===== config.mk =====
export PLATFORM = sky130hd
export DESIGN_NAME = new_means_calc_block_flat
export DESIGN_NICKNAME = d
export VERILOG_FILES = /design/src/rtl/kmeans_pkg.sv /design/src/rtl/new_means_calc_block_if.sv /design/src/rtl/serial_restoring_divider.sv /design/src/rtl/new_means_calc_block.sv /design/src/flat_wrapper.sv
export SDC_FILE = /design/constraint.sdc
export NUM_CORES = 1
export LEC_CHECK = 0
export BUFFER_PORTS_ARGS = -buffer_cell sky130_fd_sc_hd__buf_2
export CAP_MARGIN = 20
export CORE_MARGIN = 8
export CORE_UTILIZATION = 40
export CTS_BUF_LIST = sky130_fd_sc_hd__clkbuf_16
export DETAILED_ROUTE_END_ITERATION = 8
export SETUP_SLACK_MARGIN = 0.5
export SYNTH_ARGS = -nofsm -noshare
export SYNTH_HDL_FRONTEND = slang
export SYNTH_SLANG_ARGS = --single-unit

===== constraint.sdc =====
create_clock -name clk -period 9.6 [get_ports clk]
set_input_delay 1.92 -clock clk [delete_from_list [all_inputs] [get_ports clk]]
set_output_delay 1.92 -clock clk [all_outputs]
set_load 0.01 [all_outputs]

===== src/rtl/kmeans_pkg.sv =====
// Shared widths, FSM state type and coordinate-slice helpers for the
// centroid-update datapath.
package kmeans_pkg;

    localparam int CENT_NUM   = 8;
    localparam int COORD_NUM  = 7;
    localparam int ACC_CORD_W = 22;
    localparam int CORD_W     = 13;
    localparam int COUNT_W    = 10;
    localparam int ACCUM_W    = COORD_NUM * ACC_CORD_W;
    localparam int DATA_W     = COORD_NUM * CORD_W;
    localparam int IDX_W      = 3;

    typedef enum logic [2:0] {
        IDLE,
        LOAD,
        DIV,
        EMIT,
        DONE
    } nm_state_t;

    function automatic logic [ACC_CORD_W-1:0] acc_coord(
        input logic [ACCUM_W-1:0] v,
        input logic [IDX_W-1:0]   k
    );
        return v[k*ACC_CORD_W +: ACC_CORD_W];
    endfunction

    function automatic logic [CORD_W-1:0] cent_coord(
        input logic [DATA_W-1:0] v,
        input logic [IDX_W-1:0]  k
    );
        return v[k*CORD_W +: CORD_W];
    endfunction

    function automatic logic [DATA_W-1:0] set_coord(
        input logic [DATA_W-1:0] v,
        input logic [IDX_W-1:0]  k,
        input logic [CORD_W-1:0] c
    );
        logic [DATA_W-1:0] r;
        r = v;
        r[k*CORD_W +: CORD_W] = c;
        return r;
    endfunction

endpackage


===== src/rtl/new_means_calc_block_if.sv =====
// Controller / accumulator-bank / centroid-stream signals of the new-means block.
interface new_means_calc_block_if;
    import kmeans_pkg::*;

    logic                 start;
    logic                 busy;
    logic                 done;
    logic [IDX_W-1:0]     acc_sel;
    logic [ACCUM_W-1:0]   accum_in;
    logic [COUNT_W-1:0]   count_in;
    logic [DATA_W-1:0]    old_centroid_in;
    logic [DATA_W-1:0]    new_centroid_out;
    logic [IDX_W-1:0]     cent_num;
    logic                 cent_valid;

    modport master (
        output start, accum_in, count_in, old_centroid_in,
        input  busy, done, acc_sel, new_centroid_out, cent_num, cent_valid
    );

    modport slave (
        input  start, accum_in, count_in, old_centroid_in,
        output busy, done, acc_sel, new_centroid_out, cent_num, cent_valid
    );

endinterface


===== src/rtl/serial_restoring_divider.sv =====
// Restoring divider, one quotient bit per step (MSB first), with the
// quotient saturated to the output width on the final step.
module serial_restoring_divider #(
    parameter int dividend_w = 22,
    parameter int divisor_w  = 10,
    parameter int out_w      = 13
) (
    input  logic                  clk,
    input  logic                  rst_n,
    input  logic                  load,
    input  logic                  step,
    input  logic [dividend_w-1:0] dividend,
    input  logic [divisor_w-1:0]  divisor,
    output logic                  last,
    output logic [out_w-1:0]      quot_sat
);
    localparam int cnt_w = $clog2(dividend_w);
    localparam logic [dividend_w-1:0] sat_max = dividend_w'((1 << out_w) - 1);

    logic [dividend_w-1:0] dvd_q, quo_q, quo_nxt;
    logic [divisor_w-1:0]  dvs_q;
    logic [divisor_w:0]    rem_q, rem_shift, rem_nxt;
    logic [cnt_w-1:0]      bit_cnt_q;
    logic                  ge;
    logic                  unused_rem_msb;

    // rem < divisor always holds, so the MSB of the register never carries into the shift
    assign unused_rem_msb = rem_q[divisor_w];
    assign rem_shift = {rem_q[divisor_w-1:0], dvd_q[bit_cnt_q]};
    assign ge        = rem_shift >= {1'b0, dvs_q};
    assign rem_nxt   = ge ? (rem_shift - {1'b0, dvs_q}) : rem_shift;
    assign quo_nxt   = {quo_q[dividend_w-2:0], ge};
    assign last      = (bit_cnt_q == '0);
    assign quot_sat  = (quo_nxt > sat_max) ? sat_max[out_w-1:0] : quo_nxt[out_w-1:0];

    always_ff @(posedge clk or negedge rst_n) begin
        if (!rst_n) begin
            dvd_q     <= '0;
            dvs_q     <= '0;
            rem_q     <= '0;
            quo_q     <= '0;
            bit_cnt_q <= '0;
        end else if (load) begin
            dvd_q     <= dividend;
            dvs_q     <= divisor;
            rem_q     <= '0;
            quo_q     <= '0;
            bit_cnt_q <= cnt_w'(dividend_w - 1);
        end else if (step) begin
            rem_q     <= rem_nxt;
            quo_q     <= quo_nxt;
            bit_cnt_q <= bit_cnt_q - 1'b1;
        end
    end

endmodule


===== src/rtl/new_means_calc_block.sv =====
// Walks every centroid, divides each accumulated coordinate sum by the member
// count and streams the resulting centroids to the convergence checker.
//
// state | meaning
// IDLE  | waiting for start
// LOAD  | latch coordinate sum and count into the divider (or copy old coord if empty)
// DIV   | one restoring-division step per cycle, result written on the last step
// EMIT  | centroid strobe on cent_valid
// DONE  | one-cycle done pulse
module new_means_calc_block
    import kmeans_pkg::*;
#(
    parameter int centroid_num     = CENT_NUM,
    parameter int coord_num        = COORD_NUM,
    parameter int accum_cord_width = ACC_CORD_W,
    parameter int cordinate_width  = CORD_W,
    parameter int count_width      = COUNT_W,
    parameter int accum_width      = ACCUM_W,
    parameter int dataWidth        = DATA_W
) (
    input  logic                  clk,
    input  logic                  rst_n,
    new_means_calc_block_if.slave bus
);
    nm_state_t state_q, state_nxt;

    logic [IDX_W-1:0]            cent_idx_q, coord_idx_q, cent_num_q;
    logic [dataWidth-1:0]        result_q, result_nxt, out_q;
    logic [accum_width-1:0]      accum_v;
    logic [accum_cord_width-1:0] dividend;
    logic [cordinate_width-1:0]  quot_sat, wr_val;
    logic                        div_load, div_step, div_last;
    logic                        wr_en, out_load, advance;
    logic                        cent_start, cent_inc, coord_inc;

    assign accum_v    = bus.accum_in;
    assign dividend   = acc_coord(accum_v, coord_idx_q);
    assign result_nxt = set_coord(result_q, coord_idx_q, wr_val);

    serial_restoring_divider #(
        .dividend_w (accum_cord_width),
        .divisor_w  (count_width),
        .out_w      (cordinate_width)
    ) u_div (
        .clk      (clk),
        .rst_n    (rst_n),
        .load     (div_load),
        .step     (div_step),
        .dividend (dividend),
        .divisor  (bus.count_in),
        .last     (div_last),
        .quot_sat (quot_sat)
    );

    always_ff @(posedge clk or negedge rst_n) begin
        if (!rst_n) begin
            state_q <= IDLE;
        end else begin
            state_q <= state_nxt;
        end
    end

    always_comb begin
        state_nxt  = state_q;
        div_load   = 1'b0;
        div_step   = 1'b0;
        wr_en      = 1'b0;
        wr_val     = '0;
        advance    = 1'b0;
        out_load   = 1'b0;
        cent_start = 1'b0;
        cent_inc   = 1'b0;
        coord_inc  = 1'b0;

        case (state_q)
            IDLE: begin
                if (bus.start) begin
                    cent_start = 1'b1;
                    state_nxt  = LOAD;
                end
            end
            LOAD: begin
                div_load = 1'b1;
                if (bus.count_in == '0) begin
                    // empty cluster keeps its previous position
                    wr_en   = 1'b1;
                    wr_val  = cent_coord(bus.old_centroid_in, coord_idx_q);
                    advance = 1'b1;
                end else begin
                    state_nxt = DIV;
                end
            end
            DIV: begin
                div_step = 1'b1;
                if (div_last) begin
                    wr_en   = 1'b1;
                    wr_val  = quot_sat;
                    advance = 1'b1;
                end
            end
            EMIT: begin
                if (cent_idx_q == IDX_W'(centroid_num - 1)) begin
                    state_nxt = DONE;
                end else begin
                    cent_inc  = 1'b1;
                    state_nxt = LOAD;
                end
            end
            DONE: begin
                state_nxt = IDLE;
            end
            default: begin
                state_nxt = IDLE;
            end
        endcase

        if (advance) begin
            if (coord_idx_q == IDX_W'(coord_num - 1)) begin
                out_load  = 1'b1;
                state_nxt = EMIT;
            end else begin
                coord_inc = 1'b1;
                state_nxt = LOAD;
            end
        end
    end

    // The output register captures the completed vector as the last slot is
    // written, so it is already valid during the EMIT cycle.
    always_ff @(posedge clk or negedge rst_n) begin
        if (!rst_n) begin
            cent_idx_q  <= '0;
            coord_idx_q <= '0;
            result_q    <= '0;
            out_q       <= '0;
            cent_num_q  <= '0;
        end else begin
            if (cent_start) begin
                cent_idx_q  <= '0;
                coord_idx_q <= '0;
            end else if (cent_inc) begin
                cent_idx_q  <= cent_idx_q + 1'b1;
                coord_idx_q <= '0;
            end else if (coord_inc) begin
                coord_idx_q <= coord_idx_q + 1'b1;
            end
            if (wr_en) begin
                result_q <= result_nxt;
            end
            if (out_load) begin
                out_q      <= result_nxt;
                cent_num_q <= cent_idx_q;
            end
        end
    end

    assign bus.busy             = (state_q != IDLE);
    assign bus.done             = (state_q == DONE);
    assign bus.cent_valid       = (state_q == EMIT);
    assign bus.acc_sel          = cent_idx_q;
    assign bus.new_centroid_out = out_q;
    assign bus.cent_num         = cent_num_q;

endmodule


===== src/flat_wrapper.sv =====
// flat-port wrapper written by rule: the top's interface ports become plain ports
module new_means_calc_block_flat import kmeans_pkg::*;
#(
    parameter int centroid_num     = CENT_NUM,
    parameter int coord_num        = COORD_NUM,
    parameter int accum_cord_width = ACC_CORD_W,
    parameter int cordinate_width  = CORD_W,
    parameter int count_width      = COUNT_W,
    parameter int accum_width      = ACCUM_W,
    parameter int dataWidth        = DATA_W
)
  (clk, rst_n, bus_start, bus_accum_in, bus_count_in, bus_old_centroid_in, bus_busy, bus_done, bus_acc_sel, bus_new_centroid_out, bus_cent_num, bus_cent_valid);
  new_means_calc_block_if bus_i ();
  input  logic clk;
  input  logic rst_n;
  input wire logic [$bits(bus_i.start)-1:0] bus_start;
  input wire logic [$bits(bus_i.accum_in)-1:0] bus_accum_in;
  input wire logic [$bits(bus_i.count_in)-1:0] bus_count_in;
  input wire logic [$bits(bus_i.old_centroid_in)-1:0] bus_old_centroid_in;
  output wire logic [$bits(bus_i.busy)-1:0] bus_busy;
  output wire logic [$bits(bus_i.done)-1:0] bus_done;
  output wire logic [$bits(bus_i.acc_sel)-1:0] bus_acc_sel;
  output wire logic [$bits(bus_i.new_centroid_out)-1:0] bus_new_centroid_out;
  output wire logic [$bits(bus_i.cent_num)-1:0] bus_cent_num;
  output wire logic [$bits(bus_i.cent_valid)-1:0] bus_cent_valid;
  assign bus_i.start = bus_start;
  assign bus_i.accum_in = bus_accum_in;
  assign bus_i.count_in = bus_count_in;
  assign bus_i.old_centroid_in = bus_old_centroid_in;
  assign bus_busy = bus_i.busy;
  assign bus_done = bus_i.done;
  assign bus_acc_sel = bus_i.acc_sel;
  assign bus_new_centroid_out = bus_i.new_centroid_out;
  assign bus_cent_num = bus_i.cent_num;
  assign bus_cent_valid = bus_i.cent_valid;
  new_means_calc_block #(.centroid_num(centroid_num), .coord_num(coord_num), .accum_cord_width(accum_cord_width), .cordinate_width(cordinate_width), .count_width(count_width), .accum_width(accum_width), .dataWidth(dataWidth)) u_core (.clk(clk), .rst_n(rst_n), .bus(bus_i));
endmodule

==> metrics.cfg, run 1 <==
[status]
outcome = complete, no violations

[grt]
antenna_found_initial = 1
grt_pass1_vias = 11600
grt_start_max_net_pins = 169
grt_pass1_wl_um = 66500
grt_use_total = 0.212
grt_remaining_overflow = 0

[clock_network]
clk_pin_slew_ps = 60
h-tree-depth = 1
cts_tree = done
clockBufferDepth = 3
post_cts_buffers = 0
clk_latency_ps = 550
cts-root-buf = clkbuf_16
cts_hold_buf = 0
post_cts_resized = 0
clock_sinks = 262
cts_buffers = 29

[timing]
whs_ps = 473
worst_pin_slew_ps = 1110
slew_violations = 0
rsz0062_at_grt = no
maxSlewHeadroom = 0.256
max_freq_ghz = 0.239
fin_crit_sh = 0.437
finalHoldViolCount = 0
tns_ps = 0
setup_ws_ps = 5410
fin_crit_ps = 4190
fin_skew_ps = 9.63
final-setup-viol-count = 0

[layout]
register_area_um2 = 6570
n_antenna_cell = 0
fill_cells = 3210
drive_gt1_frac = 0.297
multi_input_area_um2 = 6360
final_net_count = 1919
area_growth_pct = 21.5

[synthesis]
ys.flop_type = dfrtp_1
synth_edf_count = 0
yosys_warnings = 0
ys_ff_latch = 262
syn_area_per_cell_um2 = 10.1
ys_types = 69
syn_nets = 1610
ys_seq_area_frac = 0.487
syn_inst = 1333
syn_area_um2 = 13500
async_reset_ff_frac = 1.00

[placement]
io_buffer_count = 357
dp_slack_ps = 4390
gp_congestion = 0.820
place_hpwl_um = 31300

[power]
power.density_nw_per_um2 = 192
vdd_drop_max_uv = 118
leakage_nw = 7.78

[worst_setup_path]
worstPathArrival_ps = 4640
ff2ff_path_depth = 8
crit_path_max_fanout = 27
worst_setup_path_start_kind = input port
crit_slowest_cell = nor2_2
end_kind = register
rr_endpoint = u_core.bus.new_centroid_out[47]
required_ps = 10050
critPathKind = input port to register
rr_startpoint = u_core.coord_idx_q[0]
rrSetupSlack_ps = 5430
max_stage_delay_ps = 760
crit_chain = buf_2 -> nor4_1 -> and4_1 -> buf_4 -> nor2_1 -> nor2_2 -> nand2_1 -> o211ai_1

[routing]
post-route-drc-count = 0
drtPass1Iterations = 5
ant_nets = 0
vias = 11400
drt_wl_total_um = 42800
wl_per_cell_um = 20.3
drt_iter0_markers = 764
viasPerCell = 5.42

[floorplan]
fp-row-count = 67
dieArea_um2 = 39800
fp.dieW_um = 200
io_pins = 358
start_util = 0.404
die_h_um = 200
core_area_um2 = 33400

[hold_path]
hold_start = u_core.bus.new_centroid_out[11]
min_path_type = register to register
min_delay_worst_endpoint = u_core.bus.new_centroid_out[11]
holdPathStages = 2

[job]
cap_viol_max_count = 0

## worst max path at each step
stage,startpoint,end,slack [ps],depth (start not counted)
floorplan,bus_old_centroid_in[44],u_core.bus.new_centroid_out[70],6130,6
global placement,bus_count_in[0],u_core.bus.new_centroid_out[14],4470,8
detailed placement,bus_count_in[5],u_core.bus.new_centroid_out[18],4390,8
CTS,bus_count_in[5],u_core.bus.new_centroid_out[18],4940,8
global route,bus_count_in[1],u_core.bus.new_centroid_out[64],5040,8
finish,bus_count_in[1],u_core.bus.new_centroid_out[55],5410,8
## report_power, final
group	internal (W)	leakage [nW]	switching, W
Clock	0.000567	0.432	0.000431
Combinational	0.000366	3.78	0.000463
Sequential	0.00122	3.57	0.0000952
## critical path: cells and delay by family
family / cells / cell delay (ps)
AOI/OAI and AO/OA: 1 / 290
and+or+nand+nor: 5 / 1930
buffers and inverters: 2 / 480
## metrics by stage
| step | util | power, W | instances | cell area (um^2) |
|---|---|---|---|---|
| 2_1_floorplan | - | 0.00191 | 1333 | 13500 |
| 3_3_place_gp | 0.465 | 0.00216 | 2056 | 15500 |
| 3_5_place_dp | 0.465 | 0.00218 | 2056 | 15500 |
| 4_1_cts | 0.490 | 0.00319 | 2103 | 16300 |
| 5_1_grt | 0.491 | 0.00335 | 2106 | 16400 |
| 6_report | 0.491 | 0.00315 | 2106 | 16400 |
## cells by family after synthesis
kind of cell	synth area share
AND/OR/NAND/NOR	0.139
XOR/XNOR	0.00520
AO/OA/AOI/OAI	0.206
buffers and inverters	0.0423
multiplexers	0.103
adder cells (fa/ha/maj)	0.0182
flip-flops	0.487
## layer usage
layer  wire length, um  global-route usage  up-vias
met4              1140              0.0597        0
met3              2770              0.0357       52
met1             18200               0.280     5508
li1                  -                   -     5457
met5                 0                   0        -
met2             20600               0.357      389
## cell usage in the layout, fill, tap and decap left out, types with 19 or more instances in the layout
| cell type | Yosys | final |
|---|---|---|
| a21oi_1 | 50 | 50 |
| a22oi_1 | 19 | 19 |
| dfrtp_1 | 262 | 259 |
| o211ai_1 | 45 | 45 |
| inv_1 | 26 | 32 |
| a21o_1 | 33 | 33 |
| buf_2 | 20 | 356 |
| mux2i_1 | 48 | 48 |
| clkbuf_16 | 0 | 29 |
| nor2_1 | 57 | 56 |
| a22o_1 | 38 | 38 |
| o21ai_0 | 136 | 136 |
| mux4_2 | 39 | 39 |
| o21ai_1 | 33 | 33 |
| nand2_1 | 243 | 243 |
| nand3_1 | 27 | 27 |
## state kept, by name, summed over array words and instances (netlist names)
| register | cells |
|---|---|
| u_core.bus.new_centroid_out | 91 |
| u_core.result_q | 91 |
| u_core.u_div.dvd_q | 22 |
| u_core.u_div.quo_q | 21 |
| u_core.u_div.dvs_q | 10 |
| u_core.u_div.rem_q | 10 |
| u_core.u_div.bit_cnt_q | 5 |
| u_core.bus.acc_sel | 3 |
| u_core.bus.cent_num | 3 |
| u_core.coord_idx_q | 3 |
| u_core.state_q | 3 |
## cell usage after synthesis, types with 3 or more instances
master    count  area share
dfrtp_1     262        0.49
nand2_1     243       0.068
o21ai_0     136       0.051
nor2_1       57       0.016
clkbuf_1     56       0.016
a21oi_1      50       0.019
mux2i_1      48       0.036
o211ai_1     45       0.025
mux4_2       39       0.065
a22o_1       38       0.025
a21o_1       33       0.018
o21ai_1      33       0.012
nand3_1      27       0.010
inv_1        26      0.0072
buf_2        20      0.0074
a22oi_1      19       0.011
ha_1         18       0.017
o221ai_1     18       0.012
nor3_1       12      0.0045
buf_4        11      0.0061
a32oi_2       9       0.011
nand4b_1      9      0.0059
a31oi_1       8      0.0037
o31ai_1       8      0.0045
or2_2         8      0.0037
and2_1        7      0.0032
nor2b_1       6      0.0028
xnor2_1       6      0.0039
buf_1         5      0.0014
buf_6         5      0.0042
nand2b_1      5      0.0023
nor2_2        5      0.0023
or2_0         5      0.0023
or3_1         5      0.0023
a32o_1        3      0.0022
nor3b_2       3      0.0028
## layout make-up
cell class | count | area share
Tap cell | 448 | 0.0342
Timing Repair Buffer | 375 | 0.119
Multi-Input combinational cell | 947 | 0.388
Sequential cell | 262 | 0.401
Inverter | 27 | 0.00619
Clock inverter | 18 | 0.00657
Clock buffer | 29 | 0.0443
No activity file was read; power rests on OpenSTA's default activity.
==> run 2, diff against run 1 <==
==> constraint.sdc (replaced) <==
create_clock -name clk -period 4.2 [get_ports clk]
set_input_delay 0.84 -clock clk [delete_from_list [all_inputs] [get_ports clk]]
set_output_delay 0.84 -clock clk [all_outputs]
set_load 0.01 [all_outputs]
==> run 2 against run 1 <==
  * Register-to-register slack got worse by 4600 ps
  * Clock power is 130% higher
  * Combinational power grew 130%
  * Worst hold slack got worse by 120 ps
  * Highest routed layer unchanged
  * Critical endpoint is now u_core.u_div.rem_q[0]
  * Power rose by 130%
  * Wire length increased by 3.6%
==> metrics.cfg, run 2 (synthesis gave the netlist of run 1 again) <==
[routing]
drt_iter0_markers = 1017  ; +33%
wl_per_cell_um = 20.8  ; +2.4%
viasPerCell = 5.45  ; +0.66%
drt_wl_total_um = 44300  ; +3.6%
ant_nets = 0  ; unchanged
post-route-drc-count = 0  ; unchanged
vias = 11600  ; +1.8%
drtPass1Iterations = 5  ; unchanged

[placement]
post-place-cells = 2078  ; +1.1%
io_buffer_count = 357  ; unchanged
placed_area_um2 = 15700  ; +1.1%
place_hpwl_um = 33000  ; +5.5%
gp_congestion = 0.830  ; +1.3%

[timing]
rsz0062_at_grt = no
final-setup-viol-count = 0  ; unchanged
fin_skew_ps = 23.0  ; +13.4 ps
fin_crit_ps = 3360
maxSlewHeadroom = 0.368  ; +0.112
fin_crit_sh = 0.801
max_freq_ghz = 0.297
worst_pin_slew_ps = 948  ; -166 ps
slew_violations = 0  ; unchanged
tns_ps = 0  ; unchanged
finalHoldViolCount = 0  ; unchanged

[layout]
drive_gt1_frac = 0.305  ; +0.00843
area_growth_pct = 22.8
fill_cells = 3202  ; -0.25%
final_common_cell = buf_2
final_net_count = 1939  ; +1.0%
mostFrequentLayoutCells = buf_2, dfrtp_1, nand2_1, o21ai_0, nor2_1
finalNonFillerCells = 2130  ; +1.1%
finish.instance_area_um2 = 16500  ; +1.0%
post-route-util = 0.496  ; +0.00514

[floorplan]
dieArea_um2 = 39800  ; unchanged
io_pins = 358  ; unchanged
fp.dieW_um = 200  ; unchanged
fp-row-count = 67  ; unchanged
core_area_um2 = 33400  ; unchanged
start_util = 0.404  ; unchanged
die_h_um = 200  ; unchanged

[worst_setup_path]
critPathKind = register to register
rr_startpoint = u_core.u_div.bit_cnt_q[0]
rrSetupSlack_ps = 840  ; -4590 ps
required_ps = 4630  ; -5420 ps
rr_endpoint = u_core.u_div.rem_q[0]
worstPathArrival_ps = 3790  ; -850 ps
end_kind = register
crit_path_max_fanout = 13  ; -52%
worst_setup_path_start_kind = register
ff2ff_path_depth = 11  ; +3

[clock_network]
clk_latency_ps = 550  ; about the same
h-tree-depth = 1  ; unchanged
cts_tree = done
clk_pin_slew_ps = 60  ; about the same
cts_buffers = 28  ; -3.4%
clockBufferDepth = 3  ; unchanged
clock_sinks = 262  ; unchanged
cts-root-buf = clkbuf_16
cts_hold_buf = 0  ; unchanged

[power]
cell_internal_pwr_w = 0.00491  ; +130%
power.density_nw_per_um2 = 435  ; +130%
leakage_nw = 7.88  ; +1.3%
vdd_drop_max_uv = 233  ; +98%
p_sw_w = 0.00229  ; +130%
p_sw_frac = 0.318  ; +0.00333
p_seq_frac = 0.421  ; +0.002
p_comb_frac = 0.265  ; about the same
clkPwrFrac = 0.314  ; -0.003

[grt]
grtUsageMet1 = 0.279  ; -0.00102
grt_pass1_vias = 12100  ; +4.4%
grt_pass1_wl_um = 68400  ; +2.8%
use_met2 = 0.375  ; +0.0182
grt_start_max_net_pins = 116  ; -31%
grt_use_total = 0.219  ; +0.00644
grt_remaining_overflow = 0  ; unchanged
met3_usage = 0.0387  ; +0.00303
antenna_found_initial = 1  ; unchanged
top_usage_layer = met2

[job]
cap_viol_max_count = 0  ; unchanged

[hold_path]
min_path_type = input port to async pin

[status]
outcome = complete, no violations

[run 2: critical path, cell delays in order (launching register included)]
cell	delay (ps)
dfrtp_2	500
mux4_2	520
and2_1	170
a2111oi_0	390
a221o_1	210
ha_1	250
nor2b_1	110
o21ai_0	100
a21oi_1	230
nand3_2	350
mux2i_1	210
a22o_1	190
[run 2: layer usage]
layer  wire (um)  part of all wire  vias to the layer above
met1       18700              0.42                     5681
met2       21600              0.49                      385
li1            -                 -                     5491
met4        1250             0.028                        0
met5           0                 0                        -
met3        2710             0.061                       55
[run 2: worst max-delay path by stage]
stage | start | endpoint | cells after the start
3_3_place_gp | u_core.u_div.bit_cnt_q[0] | u_core.u_div.rem_q[0] | 11
3_5_place_dp | u_core.u_div.bit_cnt_q[0] | u_core.u_div.rem_q[1] | 11
6_report | u_core.u_div.bit_cnt_q[0] | u_core.u_div.rem_q[0] | 11
2_1_floorplan | u_core.u_div.bit_cnt_q[0] | u_core.u_div.quo_q[0] | 12
4_1_cts | u_core.u_div.bit_cnt_q[0] | u_core.u_div.rem_q[1] | 11
5_1_grt | u_core.u_div.bit_cnt_q[0] | u_core.u_div.rem_q[1] | 11
[run 2: layout make-up]
class | count | area [um^2] | share of cell area
timing repair buffer | 396 | 2110 | 0.128
sequential | 262 | 6570 | 0.397
inverter | 27 | 101 | 0.00612
clock inverter | 21 | 130 | 0.00786
tap | 448 | 561 | 0.0339
antenna | 1 | 2.50 | 0.000151
clock buffer | 28 | 701 | 0.0423
multi-input combinational | 947 | 6370 | 0.385
[run 2: through the flow]
stage	total power (W)	hold slack (ps)	setup slack (ps)
after floorplan	0.00438	444	1160
after global placement	0.00495	458	566
after detailed placement	0.00498	462	529
after CTS	0.00726	404	501
after global routing	0.00763	431	539
final	0.00719	357	838
[run 2: timing repair]
action,CTS,global route
resized for setup,0,3
setup buffers,0,1
setup endpoints to repair,0,24
[run 2: power groups by stage]
stage               registers [W]  clock network [W]  logic (W)
global route              0.00307            0.00240    0.00216
floorplan                 0.00297                  0    0.00141
finish                    0.00303            0.00226    0.00191
global placement          0.00306                  0    0.00189
CTS                       0.00303            0.00231    0.00192
detailed placement        0.00307                  0    0.00191
